$ cat src/rtl/irq_pkg.sv
// rtl/irq_pkg.sv - shared constants, state encoding and priority helper for the interrupt gateway
package irq_pkg;

    localparam int IRQ_NUM_SRC = 6;
    localparam int IRQ_ID_W    = 3;

    localparam logic [IRQ_NUM_SRC-1:0] IRQ_EDGE_MASK_DEFAULT = 6'b000000;

    typedef enum logic {
        IRQ_IDLE    = 1'b0,
        IRQ_SERVICE = 1'b1
    } irq_state_e;

    // Fixed priority, index 0 wins; an empty vector reports 0.
    function automatic logic [IRQ_ID_W-1:0] irq_lowest_id(input logic [IRQ_NUM_SRC-1:0] req);
        logic [IRQ_ID_W-1:0] id;
        id = '0;
        for (int i = IRQ_NUM_SRC - 1; i >= 0; i--) begin
            if (req[i]) begin
                id = IRQ_ID_W'(i);
            end
        end
        return id;
    endfunction

endpackage

$ cat src/rtl/irq_sync_edge.sv
// rtl/irq_sync_edge.sv - single-source two-flop synchroniser with edge/level gateway
module irq_sync_edge #(
    parameter bit IS_EDGE = 1'b0
) (
    input  logic clk_i,
    input  logic resetn_i,
    input  logic irq_i,
    input  logic pending_i,
    output logic set_req,
    output logic overrun_set
);

    logic s1_q;
    logic s2_q;
    logic s3_q;

    always_ff @(posedge clk_i) begin
        if (!resetn_i) begin
            s1_q <= 1'b0;
            s2_q <= 1'b0;
            s3_q <= 1'b0;
        end else begin
            s1_q <= irq_i;
            s2_q <= s1_q;
            s3_q <= s2_q;
        end
    end

    // s3 only exists to spot the rising edge of the synchronised level
    assign set_req     = IS_EDGE ? (s2_q & ~s3_q) : s2_q;
    assign overrun_set = IS_EDGE ? (s2_q & ~s3_q & pending_i) : 1'b0;

endmodule

$ cat src/rtl/irq_pending_unit.sv
// rtl/irq_pending_unit.sv - pending/overrun registers, priority encoder and claim/complete FSM
module irq_pending_unit
    import irq_pkg::*;
#(
    parameter logic [IRQ_NUM_SRC-1:0] EDGE_MASK = IRQ_EDGE_MASK_DEFAULT,
    parameter int                     NUM_SRC   = IRQ_NUM_SRC
) (
    input  logic                Clock,
    input  logic                nReset,
    input  logic [NUM_SRC-1:0]  Irq_in,
    input  logic [NUM_SRC-1:0]  Enable_in,
    input  logic                Claim,
    input  logic                Complete,
    output logic [NUM_SRC-1:0]  Req_out,
    output logic                Irq_valid,
    output logic [IRQ_ID_W-1:0] Irq_id,
    output logic [IRQ_ID_W-1:0] Active_id,
    output logic [NUM_SRC-1:0]  Overrun
);

    irq_state_e          state_q;
    logic [IRQ_ID_W-1:0] active_q;
    logic [NUM_SRC-1:0]  pending_q, pending_d;
    logic [NUM_SRC-1:0]  overrun_q, overrun_d;
    logic [NUM_SRC-1:0]  set_req, ovr_set, clr;
    logic                claim_fire;

    for (genvar i = 0; i < NUM_SRC; i++) begin : g_src
        irq_sync_edge #(
            .IS_EDGE (EDGE_MASK[i])
        ) u_sync (
            .clk_i       (Clock),
            .resetn_i    (nReset),
            .irq_i       (Irq_in[i]),
            .pending_i   (pending_q[i]),
            .set_req     (set_req[i]),
            .overrun_set (ovr_set[i])
        );
    end

    assign Req_out    = pending_q & Enable_in;
    assign Irq_id     = irq_lowest_id(Req_out);
    assign Irq_valid  = (state_q == IRQ_IDLE) && (|Req_out);
    assign claim_fire = Claim && Irq_valid;
    assign Active_id  = active_q;
    assign Overrun    = overrun_q;

    // An edge set beats a same-cycle claim so the event is kept; a level set does not.
    always_comb begin
        clr = '0;
        if (claim_fire) begin
            clr[Irq_id] = 1'b1;
        end
        pending_d = (set_req & (EDGE_MASK | ~clr)) | (pending_q & ~clr);
        overrun_d = (ovr_set & ~clr) | (overrun_q & ~clr);
    end

    always_ff @(posedge Clock) begin
        if (!nReset) begin
            state_q   <= IRQ_IDLE;
            active_q  <= '0;
            pending_q <= '0;
            overrun_q <= '0;
        end else begin
            pending_q <= pending_d;
            overrun_q <= overrun_d;
            case (state_q)
                IRQ_IDLE: begin
                    if (claim_fire) begin
                        state_q  <= IRQ_SERVICE;
                        active_q <= Irq_id;
                    end
                end
                IRQ_SERVICE: begin
                    if (Complete) begin
                        state_q <= IRQ_IDLE;
                    end
                end
                default: state_q <= IRQ_IDLE;
            endcase
        end
    end

endmodule
$ cat config.mk
export PLATFORM = sky130hd
export DESIGN_NAME = irq_pending_unit
export DESIGN_NICKNAME = d
export VERILOG_FILES = /design/src/rtl/irq_pkg.sv /design/src/rtl/irq_sync_edge.sv /design/src/rtl/irq_pending_unit.sv
export SDC_FILE = /design/constraint.sdc
export NUM_CORES = 1
export LEC_CHECK = 0
export BUFFER_PORTS_ARGS = -buffer_cell sky130_fd_sc_hd__buf_2
export CORE_AREA = 2 2 59 47
export CTS_BUF_LIST = sky130_fd_sc_hd__clkbuf_16
export DETAILED_ROUTE_END_ITERATION = 16
export DIE_AREA = 0 0 61 49
export PLACE_DENSITY = 0.73
export SYNTH_ARGS = -nofsm -noshare
export SYNTH_HDL_FRONTEND = slang
export SYNTH_SLANG_ARGS = --single-unit
export TNS_END_PERCENT = 50
$ cat constraint.sdc
create_clock -name Clock -period 2.25 [get_ports Clock]
set_input_delay 0.1125 -clock Clock [delete_from_list [all_inputs] [get_ports Clock]]
set_output_delay 0.1125 -clock Clock [all_outputs]
set_load 0.02 [all_outputs]
==> flow_summary.yaml <==
worst_setup_path:
  critPathTopFamily: "flip-flops"
  crit_chain: "nand2_1, a211o_4, nand2_4, inv_2, buf_2"
  crit_buf_inv: 2
  slowest_stage: "dfxtp_1"
  crit_path_start_kind: "flop"
  crit_arrival_ps: 1400
  path_max_fanout: 4
  critical_path_class: "flop to output pin"
  required_ps: 2140
  end_kind: "output pin"
  slowest_delay_ps: 390
floorplanning:
  start_util_pct: 42.8
  die_area_sq_um: 2990
  die_h_um: 49
  core_sq_um: 2460
  io_pins: 35
  rows: 16
  die_w_um: 61
clock_tree:
  cts_buffer_depth: 2
  cts_buffers: 3
  clkTransAtPathRegs_ps: 70
  clock_latency_ps: 260
  cts_tree: "built"
  clockRootBuffer: "clkbuf_16"
  cts.repair.resized: 0
  htree_levels: 1
  clkSinkCount: 28
  cts_setup_buffers: 0
  cts_hold_buf: 0
power:
  power_leakage_nw: 0.647
  p_int_uw: 913
  p_clk_share_pct: 44.7
  swShare_pct: 20.8
  power.density_nw_per_um2: 855
  pwr-share-seq_pct: 45.6
  power.switching_uw: 239
  p_comb_share_pct: 9.7
  p_total_mw: 1.15
  peakVddDrop_uv: 577
global_routing:
  grt_pass1_wl_um: 3450
  gr-total-overflow: 0
  grt_pass1_vias: 792
  grt_usage_pct: 15.4
  antenna_found_initial: 0
  grt_max_degree: 30
synthesis:
  ys_types: 30
  ys_seq_elements: 28
  synth-seq-area-share_pct: 53.2
  synth.largest_area_cell: "dfxtp_1"
  synthArstFlopShare_pct: 0
  syn_area_per_cell_sq_um: 9.94
  synth_edf_count: 0
  synth_top_area_share_pct: 53.2
  netlist_top_cells_area: "dfxtp_1, and2_1, nand2_1"
  ys_warn_count: 0
  ys.flop_type: "dfxtp_1"
  synth_cells: 106
  synthTopCellsByCount: "dfxtp_1, and2_1, nand2_1"
  synth.most_common_cell: "dfxtp_1"
  synth_nets: 122
  syn-cell-area_sq_um: 1050
drt:
  antenna_left: 0
  wl_per_cell_um: 12.5
  drc: 0
  dr.pass1.iters: 4
  num_vias: 837
  avgViaCountPerCell: 4.73
  wirelength_um: 2210
  drt_iter0_markers: 24
run_status:
  outcome: "complete, no violations"
timing:
  rsz0062_at_grt: "no"
  final.setup.tns_ps: 0
  holdWs_ps: 51.2
  fmax_ghz: 0.661
  skew_ps: 4.51
  post-route-period-util_pct: 67.2
  period_minus_slack_ps: 1510
  tightestPinTransition_ps: 424
  setup_viol: 0
  slew_viol_final: 0
  hold_viol: 0
  relSlewSlack_pct: 71.7
placed_design:
  portBuffers: 34
  gp_congestion: 0.844
  placed_area_sq_um: 1240
  dp_hpwl_um: 1670
finish:
  area_growth_pct: 27.9
  antenna_cells: 0
  post-route-util_pct: 54.7
  fin_area_sq_um: 1350
  drive_gt1_share_pct: 37.6
  nets: 158
worst_hold_path:
  hold_path.class: "primary input to flop"
flow_run:
  cap_violations: 0
==> state kept, by name (all words and copies together) (netlist names) <==
name	cells
Overrun	6
g_src.u_sync.s1_q	6
g_src.u_sync.set_req	6
pending_q	6
Active_id	3
state_q	1
==> through the flow <==
stage / instances / worst slack [ps]
floorplan: 106 / 1070
global placement: 173 / 1040
detailed placement: 173 / 986
CTS: 177 / 730
global route: 177 / 690
finish: 177 / 738
==> per-layer routing <==
metal | global-route usage [%] | wire length (um)
met1 | 18.1 | 988
met2 | 25.6 | 1050
met3 | 5.04 | 156
met4 | 5.80 | 9
met5 | 0 | 0
==> cell families after synthesis <==
kind of cell           after synthesis  share of synthesized area [%]
AOI/OAI and AO/OA                   29                           21.3
buffers and inverters                9                           4.63
DFF                                 28                           53.2
and+or+nand+nor                     40                           20.9
==> power by group through the flow <==
stage                     Combinational (mW)  Clock, mW  Sequential (mW)
after floorplan                       0.0745          0            0.535
after global placement                 0.108          0            0.535
after detailed placement               0.111          0            0.536
after CTS                              0.112      0.524            0.525
after global routing                   0.121      0.551            0.527
final                                  0.111      0.515            0.525
==> cell usage in the layout, fill, tap and decap left out, types with 2 or more instances in the layout <==
cell type and instances:
nand2_1 11, dfxtp_1 28, a22oi_2 2, a21oi_1 6
clkbuf_16 3, a31oi_1 4, inv_1 3, nand4_1 2
and2_1 13, o21ai_1 2, o21ai_0 5, nor2_1 7
inv_2 3, buf_2 34, and2_4 2
==> worst paths after layout <==
check | from | to | slack (ps) | cells past startpoint
max | pending_q[4] | Irq_id[0] | 740 | 5
min | Irq_in[4] | g_src[4].u_sync.s1_q | 50 | 2
max reg2reg | pending_q[0] | Overrun[2] | 950 | 4
min reg2reg | Overrun[4] | Overrun[4] | 430 | 2
==> layout make-up <==
| cell class | instances | area, sq um |
|---|---|---|
| Tap cell | 36 | 45.0 |
| Fill cell | 239 | 1110 |
| Inverter | 6 | 22.5 |
| Multi-Input combinational cell | 69 | 444 |
| Clock inverter | 1 | 30.0 |
| Clock buffer | 3 | 75.1 |
| Sequential cell | 28 | 561 |
| Timing Repair Buffer | 34 | 170 |
No activity file was read; power rests on OpenSTA's default activity.
